## src/rtl/sum_capture_fifo.sv

```systemverilog
// Capture FIFO for adder results: buffers {carry, sum} on Data_ready and returns them through a
// registered pop/valid handshake with occupancy, sticky error flags and a saturating carry count.
module sum_capture_fifo #(
  parameter int unsigned DATA_W = 8,
  parameter int unsigned DEPTH  = 4,
  parameter int unsigned ADDR_W = 2
) (
  input  logic              clk,
  input  logic              reset_n,
  input  logic [DATA_W-1:0] Sum_result,
  input  logic              Sum_carry,
  input  logic              Data_ready,
  input  logic              Rd_req,
  input  logic              Clear,
  output logic [DATA_W-1:0] Rd_data,
  output logic              Rd_carry,
  output logic              Rd_valid,
  output logic [ADDR_W:0]   Fifo_count,
  output logic              Fifo_full,
  output logic              Fifo_empty,
  output logic              Overflow,
  output logic              Underflow,
  output logic [7:0]        Carry_count
);

  localparam logic [ADDR_W:0] FullCount = (ADDR_W + 1)'(DEPTH);

  logic [DATA_W:0]   mem_q [DEPTH];
  logic [ADDR_W-1:0] wr_ptr_q, rd_ptr_q;
  logic [ADDR_W:0]   count_q, count_d;
  logic              full_q, empty_q;
  logic [DATA_W-1:0] rd_data_q;
  logic              rd_carry_q, rd_valid_q;
  logic              overflow_q, underflow_q;
  logic [7:0]        carry_cnt_q;
  logic              pop_ok, push_ok;

  // A full FIFO still takes a push when the same cycle frees a slot; an empty one never
  // forwards a same-cycle push to the reader.
  always_comb begin
    pop_ok  = Rd_req && !empty_q;
    push_ok = Data_ready && (!full_q || pop_ok);
    count_d = count_q;
    if (push_ok && !pop_ok) begin
      count_d = count_q + (ADDR_W + 1)'(1);
    end else if (pop_ok && !push_ok) begin
      count_d = count_q - (ADDR_W + 1)'(1);
    end
  end

  always_ff @(posedge clk or negedge reset_n) begin
    if (!reset_n) begin
      wr_ptr_q    <= '0;
      rd_ptr_q    <= '0;
      count_q     <= '0;
      full_q      <= 1'b0;
      empty_q     <= 1'b1;
      rd_data_q   <= '0;
      rd_carry_q  <= 1'b0;
      rd_valid_q  <= 1'b0;
      overflow_q  <= 1'b0;
      underflow_q <= 1'b0;
      carry_cnt_q <= '0;
    end else if (Clear) begin
      wr_ptr_q    <= '0;
      rd_ptr_q    <= '0;
      count_q     <= '0;
      full_q      <= 1'b0;
      empty_q     <= 1'b1;
      rd_valid_q  <= 1'b0;
      overflow_q  <= 1'b0;
      underflow_q <= 1'b0;
      carry_cnt_q <= '0;
    end else begin
      count_q    <= count_d;
      full_q     <= (count_d == FullCount);
      empty_q    <= (count_d == '0);
      rd_valid_q <= pop_ok;
      if (push_ok) begin
        wr_ptr_q <= wr_ptr_q + ADDR_W'(1);
        if (Sum_carry && carry_cnt_q != 8'hFF) begin
          carry_cnt_q <= carry_cnt_q + 8'd1;
        end
      end
      if (pop_ok) begin
        rd_ptr_q                <= rd_ptr_q + ADDR_W'(1);
        {rd_carry_q, rd_data_q} <= mem_q[rd_ptr_q];
      end
      if (Data_ready && full_q && !pop_ok) begin
        overflow_q <= 1'b1;
      end
      if (Rd_req && empty_q) begin
        underflow_q <= 1'b1;
      end
    end
  end

  // Storage needs no reset; occupancy alone decides which entries are live.
  always_ff @(posedge clk) begin
    if (push_ok && !Clear) begin
      mem_q[wr_ptr_q] <= {Sum_carry, Sum_result};
    end
  end

  assign Rd_data     = rd_data_q;
  assign Rd_carry    = rd_carry_q;
  assign Rd_valid    = rd_valid_q;
  assign Fifo_count  = count_q;
  assign Fifo_full   = full_q;
  assign Fifo_empty  = empty_q;
  assign Overflow    = overflow_q;
  assign Underflow   = underflow_q;
  assign Carry_count = carry_cnt_q;

endmodule
```

## config.mk

```make
export PLATFORM = sky130hd
export DESIGN_NAME = sum_capture_fifo
export DESIGN_NICKNAME = d
export VERILOG_FILES = /design/src/rtl/sum_capture_fifo.sv
export SDC_FILE = /design/constraint.sdc
export NUM_CORES = 1
export LEC_CHECK = 0
export ABC_AREA = 1
export BUFFER_PORTS_ARGS = -buffer_cell sky130_fd_sc_hd__buf_2
export CORE_ASPECT_RATIO = 1.25
export CORE_UTILIZATION = 55
export DETAILED_ROUTE_END_ITERATION = 6
export GPL_TIMING_DRIVEN = 0
export PLACE_DENSITY_LB_ADDON = 0.1
export SLEW_MARGIN = 15
export SYNTH_ARGS = -nofsm -noshare
export SYNTH_HDL_FRONTEND = slang
export SYNTH_SLANG_ARGS = --single-unit
```

## constraint.sdc

```tcl
create_clock -name clk -period 5.8 [get_ports clk]
set_clock_uncertainty 0.2 [all_clocks]
set_input_delay 1.16 -clock clk [delete_from_list [all_inputs] [get_ports clk]]
set_output_delay 1.16 -clock clk [all_outputs]
set_load 0.1 [all_outputs]
```

==> results of run 1 <==
cells by family (layout without fill, tap and decap cells):
logic type,count (synthesis),after routing,synth area share
compound gates,55,55,0.111
flops,65,65,0.622
simple gates,122,122,0.178
fa+ha+maj,7,7,0.0301
buf+inv,37,90,0.0581
how the worst min path moves through the flow:
stage	end	start	cells after the start
floorplan	Rd_carry$_DFFE_PN0P_	mem_q[0][8]$_DFFE_PP_	4
global placement	Underflow$_DFFE_PN0P_	Underflow$_DFFE_PN0P_	2
detailed placement	Rd_data[1]$_DFFE_PN0P_	Rd_data[1]$_DFFE_PN0P_	2
CTS	Rd_data[1]$_DFFE_PN0P_	Rd_data[1]$_DFFE_PN0P_	2
global route	Underflow$_DFFE_PN0P_	Underflow$_DFFE_PN0P_	2
finish	Underflow$_DFFE_PN0P_	Underflow$_DFFE_PN0P_	2
layout make-up:
cell class	count	area [µm²]	share of cell area
Sequential cell	65	1810	0.531
Multi-Input combinational cell	184	930	0.273
Timing Repair Buffer	37	185	0.0544
Clock buffer	11	163	0.0477
Inverter	28	105	0.0308
Tap cell	62	77.6	0.0228
Clock inverter	5	75.1	0.0220
Buffer	9	63.8	0.0187
cell usage in the layout, fill, tap and decap left out, drive strengths merged:
cell type,synthesis,final
nand2,67,67
buf,4,41
o21ai,40,40
edfxtp,36,36
nor2,35,35
dfrtp,28,28
inv,28,28
nand3,16,16
clkbuf,5,16
o22ai,9,9
ha,7,7
a21oi,4,4
or2,3,3
clkinv,0,3
bufinv,0,2
dfstp,1,1
o21bai,1,1
a31oi,1,1
nand4,1,1
stage by stage:
step	hold slack, ns	area (µm²)
6_report	0.306	3410
5_1_grt	0.325	3410
4_1_cts	0.311	3410
3_5_place_dp	0.295	3170
3_3_place_gp	0.277	3170
2_1_floorplan	0.377	2910
cell usage after synthesis:
cell / count
a21oi_1: 4
a31oi_1: 1
buf_12: 1
buf_2: 3
clkbuf_1: 4
clkbuf_8: 1
dfrtp_1: 28
dfstp_2: 1
edfxtp_1: 36
ha_1: 7
inv_1: 26
inv_2: 2
nand2_1: 62
nand2_2: 4
nand2_4: 1
nand3_1: 15
nand3_2: 1
nand4_1: 1
nor2_1: 32
nor2_2: 3
o21ai_0: 31
o21ai_2: 9
o21bai_1: 1
o22ai_1: 9
or2_2: 3
sequential cells by signal, indices dropped and copies added, names as in the netlist:
| name | count |
|---|---|
| mem_q | 36 |
| Carry_count | 8 |
| Rd_data | 8 |
| Fifo_count | 3 |
| rd_ptr_q | 2 |
| wr_ptr_q | 2 |
| Fifo_empty | 1 |
| Fifo_full | 1 |
| Overflow | 1 |
| Rd_carry | 1 |
| Rd_valid | 1 |
| Underflow | 1 |
routing by layer:
layer,wire (µm),vias up,track usage
met5,0,-,0
met4,127,0,0.110
met3,289,9,0.0577
met2,3160,60,0.405
met1,2460,990,0.284
li1,-,1054,-
power groups by stage:
stage               sequential [mW]  clock (mW)  combinational, mW
floorplan                     0.962           0              0.179
global placement              0.606           0              0.649
detailed placement            0.610           0              0.656
CTS                           0.600       0.452              0.660
global route                  0.608       0.468              0.698
finish                        0.600       0.449              0.656
worst max-delay path, stage by stage:
cell	delay, ns
buf_2	0.11
inv_1	0.05
nor2_2	0.14
o21ai_2	0.08
or2_2	0.32
nor2_1	0.75
==> results_dict.tcl, run 1 <==
set metrics [dict create \
    max_freq_ghz 0.351 \
    cp_max_fo 9 \
    die_w_um 67.0 \
    tns_ns 0 \
    drt-pass1-iter-count 4 \
    fp.dieH_um 83.3 \
    cts_sinks 65 \
    setup_ws_ns 2.95 \
    ys.warnings.count 0 \
    gr-total-overflow 0 \
    cts_buffers 9 \
    cts_tree "done" \
    nets 355 \
    synth_nets 307 \
    drc_errors 0 \
    cts_setup_buffers 0 \
    dpl.cell_count 385 \
    crit_path_end_kind "flip-flop" \
    final_antenna_net_count 0 \
    cts.clk_slew.worst_paths_ns 0.06 \
    worstMarginPinSlew_ns 0.968 \
    num_rows 29 \
    num_io_pins 39 \
    rr_startpoint "Fifo_empty$_DFF_PN1_" \
    vias 2113 \
    p_per_area_mw_per_mm2 501 \
    p_int_mw 0.952 \
    grt_pass1_wl_mm 9.71 \
    numPortBuffers 37 \
    synth_top_cell_area_share 0.372 \
    cp.arrival_ns 2.61 \
    synth_area_mm2 0.00291 \
    fillers 418 \
    drtIter0Drc 173 \
    synth_area_leaders "edfxtp_1 37%, dfrtp_1 24%, nand2_1 8.0%" \
    worst_ir_drop_vdd_mv 0.361 \
    die-area_mm2 0.00558 \
    core_area_mm2 0.00508 \
    rsz0062_at_grt "no" \
    post_cts_resized 0 \
    yosys.area.top_type "edfxtp_1" \
    place.gp.congestion 0.732 \
    setup_viol 0 \
    utilization 0.671 \
    n_antenna_cell 0 \
    crit_type "input pin to flip-flop" \
    r2r_end "mem_q[0][2]$_DFFE_PP_" \
    p_switching_mw 0.754 \
    pwr-share-comb 0.385 \
    reg2reg_depth 4 \
    synthToLayoutAreaGrowth_pct 17.2 \
    power.total_mw 1.71 \
    cap_viol_max_count 0 \
    track_usage 0.242 \
    start_util 0.572 \
    leakagePower_nw 1.54 \
    p_seq_frac 0.352 \
    wire_per_inst_um 15.1 \
    seq_area_frac_synth 0.622 \
    grt_pass1_vias 2105 \
    cts_hold_buf 0 \
    synth_cells 286 \
    antenna_found_initial 0 \
    crit_path_start_kind "input pin" \
    status "finished clean" \
    cts-root-buf "clkbuf_8" \
    finalHoldViolations 0 \
    avgSynthCellArea_um2 10.2 \
    dpl_worst_slack_ns 2.62 \
    endpoint "mem_q[0][2]$_DFFE_PP_" \
    drv_slew 0 \
    dp.final_hpwl_mm 3.97 \
    period_share 0.491 \
    layout-drive-gt1-share 0.242 \
    cts.htree.levels 3 \
    relSlewSlack 0.352 \
    wirelength_mm 6.04 \
    stdcell_count 401 \
    viasPerCell 5.27 \
    period_needed_ns 2.85 \
    cts_max_path_buffers 2 \
    critPathLaunch "Rd_req" \
    clk_latency_ns 0.34 \
    synthDistinctLibCells 25 \
    sw_frac_of_total 0.442 \
    grt_max_degree 30 \
    pwr-share-clk 0.263 \
    synth-seq-cells 65 \
    crit_required_ns 5.56 \
    hold_class "flip-flop to flip-flop" \
    r2r_slack_ns 3.52 \
]
Note: power is estimated with default switching activity, not from simulation.
==> inputs of run 2 (changes only) <==
--- a/config.mk
+++ b/config.mk
@@ -8,7 +8,7 @@
 export ABC_AREA = 1
 export BUFFER_PORTS_ARGS = -buffer_cell sky130_fd_sc_hd__buf_2
 export CORE_ASPECT_RATIO = 1.25
-export CORE_UTILIZATION = 55
+export CORE_UTILIZATION = 51
 export DETAILED_ROUTE_END_ITERATION = 6
 export GPL_TIMING_DRIVEN = 0
 export PLACE_DENSITY_LB_ADDON = 0.1
==> constraint.sdc (replaced) <==
create_clock -name clk -period 2.4 [get_ports clk]
set_clock_uncertainty 0.2 [all_clocks]
set_input_delay 0.48 -clock clk [delete_from_list [all_inputs] [get_ports clk]]
set_output_delay 0.48 -clock clk [all_outputs]
set_load 0.1 [all_outputs]
==> run 2 against run 1 <==
Net effect: die area rose by 7.6%; register-to-register slack lost 3.4 ns; global-route usage fell by 3.6 points; combinational power increased by 140%; first-iteration DRC count shrank 53%; core utilization down 3.9 points; non-clock buffer count grew 1; via count shrank 1.5%; critical path depth is 2 lower; hold slack worse by 0.15 ns; count of clock-buffer cells in the layout up 1; power rose by 150%; largest power group unchanged.
==> results_dict.tcl, run 2 (synthesis gave the netlist of run 1 again) <==
set metrics [dict create \
    cts_setup_buffers 0 \
    sw_frac_of_total 0.433 \
    layout_commonest_cell "nand2_1" \
    crit_type "flip-flop to flip-flop" \
    gr-total-overflow 0 \
    power.total_mw 4.19 \
    final_cell_mix "62 x nand2_1, 40 x buf_2, 36 x edfxtp_1" \
    multiInputGateArea_um2 932 \
    p_switching_mw 1.82 \
    path_cells "nor2_2 > o21ai_2 > or2_2 > nor2_1" \
    dpl_worst_slack_ns -0.182 \
    die-area_mm2 0.00601 \
    final_antenna_net_count 0 \
    crit_required_ns 2.16 \
    grt_pass1_wl_mm 9.17 \
    vias 2082 \
    p_per_area_mw_per_mm2 1220 \
    track_usage 0.205 \
    wirelength_mm 5.81 \
    top_register "mem_q" \
    holdWs_ns 0.155 \
    grt_max_degree 30 \
    cts_buffers 9 \
    die_w_um 69.5 \
    cts_sinks 65 \
    max_stage_delay_ns 0.68 \
    cp_max_fo 9 \
    num_io_pins 39 \
    cp_top_family "simple AND/OR/NAND/NOR gates" \
    place.gp.congestion 0.774 \
    wire_per_inst_um 14.4 \
    largest_reg_flops 36 \
    cts.clk_slew.worst_paths_ns 0.07 \
    rsz0062_at_grt "no" \
    cts_max_path_buffers 2 \
    drtIter0Drc 82 \
    worstMarginPinSlew_ns 0.883 \
    cts.htree.levels 3 \
    num_rows 30 \
    cts-root-buf "clkbuf_8" \
    pwr-share-comb 0.377 \
    core_area_mm2 0.00544 \
    cp_slowest_cell "nor2_1" \
    period_share 0.939 \
    cp.arrival_ns 2.02 \
    antenna_found_initial 0 \
    numPortBuffers 37 \
    leakagePower_nw 1.55 \
    drv_slew 0 \
    start_util 0.534 \
    layout-drive-gt1-share 0.241 \
    viasPerCell 5.15 \
    n_antenna_cell 0 \
    cts_tree "done" \
    fillers 463 \
    clk_latency_ns 0.34 \
    worst_ir_drop_vdd_mv 0.539 \
    seq_area_mm2 0.00181 \
    synthToLayoutAreaGrowth_pct 18.3 \
    fp.dieH_um 86.4 \
    relSlewSlack 0.409 \
    hold_class "input pin to flip-flop" \
    cap_viol_max_count 0 \
    status "finished clean" \
    setup_ws_ns 0.147 \
    grt_pass1_vias 1933 \
    nets 356 \
    crit_path_end_kind "flip-flop" \
    setup_viol 0 \
    period_needed_ns 2.25 \
    crit_path_start_kind "flip-flop" \
    finalHoldViolations 0 \
    drt-pass1-iter-count 4 \
    max_freq_ghz 0.444 \
    critPathBufInv 0 \
    p_seq_frac 0.345 \
    p_int_mw 2.38 \
    drc_errors 0 \
    dp.final_hpwl_mm 3.75 \
    pwr-share-clk 0.278 \
]
[run 2: changes by cell type in the layout (fill, tap and decap cells not counted), sizes merged]
cell / change
bufinv: +1
clkbuf: +1
clkinv: -2
dlygate4sd3: +1
[run 2: worst paths after layout]
check                                           start                      end  slack [ns]  cells past startpoint
worst min-delay path                    Sum_result[3]    mem_q[0][3]$_DFFE_PP_        0.16                      1
worst max-delay path             Fifo_empty$_DFF_PN1_    mem_q[2][8]$_DFFE_PP_        0.15                      4
worst max register to register   Fifo_empty$_DFF_PN1_    mem_q[2][8]$_DFFE_PP_        0.15                      4
max in group asynchronous                     reset_n  wr_ptr_q[1]$_DFFE_PN0P_        1.04                      2
worst min register to register  Underflow$_DFFE_PN0P_    Underflow$_DFFE_PN0P_        0.29                      2
min in group asynchronous                     reset_n   Rd_data[2]$_DFFE_PN0P_        0.50                      2
[run 2: repair_timing]
item | CTS | global route
endpoints found under the hold margin | 26 | 0
hold buffers | 1 | 0
gates resized for setup | 0 | 1
endpoints found under the setup margin | 0 | 9
[run 2: layout make-up]
type | instances | area share
sequential | 65 | 0.526
inverter | 28 | 0.0306
clock buffer | 12 | 0.0451
clock inverter | 4 | 0.0287
buffer | 9 | 0.0186
tap | 64 | 0.0233
timing repair buffer | 38 | 0.0568
multi-input combinational | 184 | 0.271
[run 2: metrics by stage]
stage	std cells	setup TNS (ns)	cell area, µm²	util
finish	404	0	3440	0.632
global route	404	0	3440	0.632
CTS	404	0	3440	0.631
detailed placement	387	-4.22	3170	0.583
global placement	387	-4.21	3170	0.583
floorplan	286	0	2910	-
[run 2: power by group through the flow]
stage | Clock, mW | Sequential (mW) | Combinational, mW
3_3_place_gp | 0 | 1.47 | 1.57
2_1_floorplan | 0 | 2.32 | 0.433
3_5_place_dp | 0 | 1.47 | 1.58
6_report | 1.17 | 1.45 | 1.58
4_1_cts | 1.18 | 1.45 | 1.59
5_1_grt | 1.23 | 1.46 | 1.67
[run 2: routing by layer]
metal  vias up  share of wire  track usage
met2        55           0.49        0.339
met1       968           0.44        0.258
met4         0          0.021        0.106
li1       1049              -            -
met3        10          0.042       0.0419
met5         -              0            0
==> inputs of run 3 (changes only) <==
--- a/config.mk
+++ b/config.mk
@@ -10,7 +10,6 @@
 export CORE_ASPECT_RATIO = 1.25
 export CORE_UTILIZATION = 51
 export DETAILED_ROUTE_END_ITERATION = 6
-export GPL_TIMING_DRIVEN = 0
 export PLACE_DENSITY_LB_ADDON = 0.1
 export SLEW_MARGIN = 15
 export SYNTH_ARGS = -nofsm -noshare
==> run 3 against run 2 <==
Net effect: clock power decreased by 21%; count of clock-buffer cells in the layout shrank 3; critical path depth shrank 3; hold slack improved by 0.013 ns; sequential power is essentially flat; sequential share of layout area up 1.1 points; global-route usage rose by 0.78 points; core utilization is 1.3 points lower; register-to-register slack gained 0.48 ns; via count decreased by 0.67%; critical path type is now flip-flop to output port.
==> results_dict.tcl, run 3 (synthesis gave the netlist of run 1 again) <==
set metrics [dict create \
    start_util 0.534 \
    tns_ns 0 \
    cp_max_fo 4 \
    gr-total-overflow 0 \
    crit_path_start_kind "flip-flop" \
    vias 2068 \
    post_cts_resized 0 \
    cts_hold_buf 1 \
    cts_sinks 65 \
    antenna_found_initial 0 \
    final_cell_mix "62 x nand2_1, 38 x buf_2, 36 x edfxtp_1" \
    layout-drive-gt1-share 0.251 \
    finalHoldViolations 0 \
    core_area_mm2 0.00544 \
    leakagePower_nw 1.53 \
    crit_required_ns 1.72 \
    dpl_worst_slack_ns 0.422 \
    worst_ir_drop_vdd_mv 0.497 \
    max_freq_ghz 0.495 \
    period_needed_ns 2.02 \
    wire_per_inst_um 14.5 \
    cts.clk_slew.worst_paths_ns 0.08 \
    dpl.cell_count 386 \
    cts_buffers 9 \
    fp.dieH_um 86.4 \
    period_share 0.842 \
    final_antenna_net_count 0 \
    min_path_cells 1 \
    cts_max_path_buffers 2 \
    setup_ws_ns 0.379 \
    clk_latency_ns 0.35 \
    setup_viol 0 \
    hold_class "input pin to flip-flop" \
    drtIter0Drc 115 \
    cp.arrival_ns 1.34 \
    numPortBuffers 38 \
    rsz0062_at_grt "no" \
    cts_setup_buffers 0 \
    dp.final_hpwl_mm 4.08 \
    cts_tree "done" \
    path_cells "buf_2" \
    critical_path_depth 1 \
    cp_top_family "flip-flops" \
    drv_slew 0 \
    n_antenna_cell 0 \
    wirelength_mm 5.83 \
    synthToLayoutAreaGrowth_pct 15.9 \
    cp_slowest_cell "dfstp_2" \
    die-area_mm2 0.00601 \
    crit_path_end_kind "output port" \
    die_w_um 69.5 \
    track_usage 0.213 \
    grt_pass1_wl_mm 9.47 \
    nets 355 \
    status "finished clean" \
    stdcell_count 403 \
    crit_type "flip-flop to output port" \
    top_register "mem_q" \
    viasPerCell 5.13 \
    max_stage_delay_ns 0.56 \
    num_io_pins 39 \
    cts-root-buf "clkbuf_8" \
    p_per_area_mw_per_mm2 1160 \
    largest_reg_flops 36 \
    grt_pass1_vias 1891 \
    critPathBufInv 1 \
    drt-pass1-iter-count 4 \
    fillers 474 \
    cap_viol_max_count 0 \
    layout_commonest_cell "nand2_1" \
    num_rows 30 \
    cts.htree.levels 3 \
    drc_errors 0 \
    power.total_mw 3.92 \
    reg2reg_depth 5 \
    place.gp.congestion 0.842 \
    worstMarginPinSlew_ns 0.667 \
    relSlewSlack 0.556 \
    grt_max_degree 30 \
]
## run 3: final timing paths
| check | startpoint | end | slack, ns |
|---|---|---|---|
| hold / removal | Sum_result[2] | mem_q[3][2]$_DFFE_PP_ | 0.17 |
| hold reg to reg | Overflow$_DFFE_PN0P_ | Overflow$_DFFE_PN0P_ | 0.29 |
| setup reg to reg | Fifo_empty$_DFF_PN1_ | mem_q[3][8]$_DFFE_PP_ | 0.63 |
| setup / recovery | Fifo_empty$_DFF_PN1_ | Fifo_empty | 0.38 |
| max in group asynchronous | reset_n | wr_ptr_q[1]$_DFFE_PN0P_ | 1.06 |
| min in group asynchronous | reset_n | Underflow$_DFFE_PN0P_ | 0.50 |
## run 3: per-layer routing
metal  routed length, µm  part of all wire  vias to the layer above  track usage
met5                   0                 0                        -            0
met4                 140             0.024                        0        0.117
met3                 279             0.048                       13       0.0279
met2                2730              0.47                       70        0.336
met1                2680              0.46                      937        0.289
li1                    -                 -                     1048            -
## run 3: cell type report
class | count | area, µm² | share of cell area
multi-input cells | 184 | 930 | 0.276
inverters | 28 | 105 | 0.0312
clock buffers | 9 | 124 | 0.0368
repair buffers | 46 | 253 | 0.0750
well taps | 64 | 80.1 | 0.0238
clock inverters | 7 | 70.1 | 0.0208
flip-flops and latches | 65 | 1810 | 0.537
## run 3: where the power goes
part           internal, mW  switching, mW
Combinational         0.273           1.29
Clock                 0.479          0.441
Sequential             1.35         0.0893
Total                  2.10           1.82
## run 3: metrics by stage
step	hold slack [ns]	instance area, µm²	util
2_1_floorplan	-0.0156	2910	-
3_3_place_gp	0.275	3170	0.582
3_5_place_dp	0.278	3170	0.582
4_1_cts	0.171	3370	0.619
5_1_grt	0.172	3370	0.619
6_report	0.168	3370	0.619
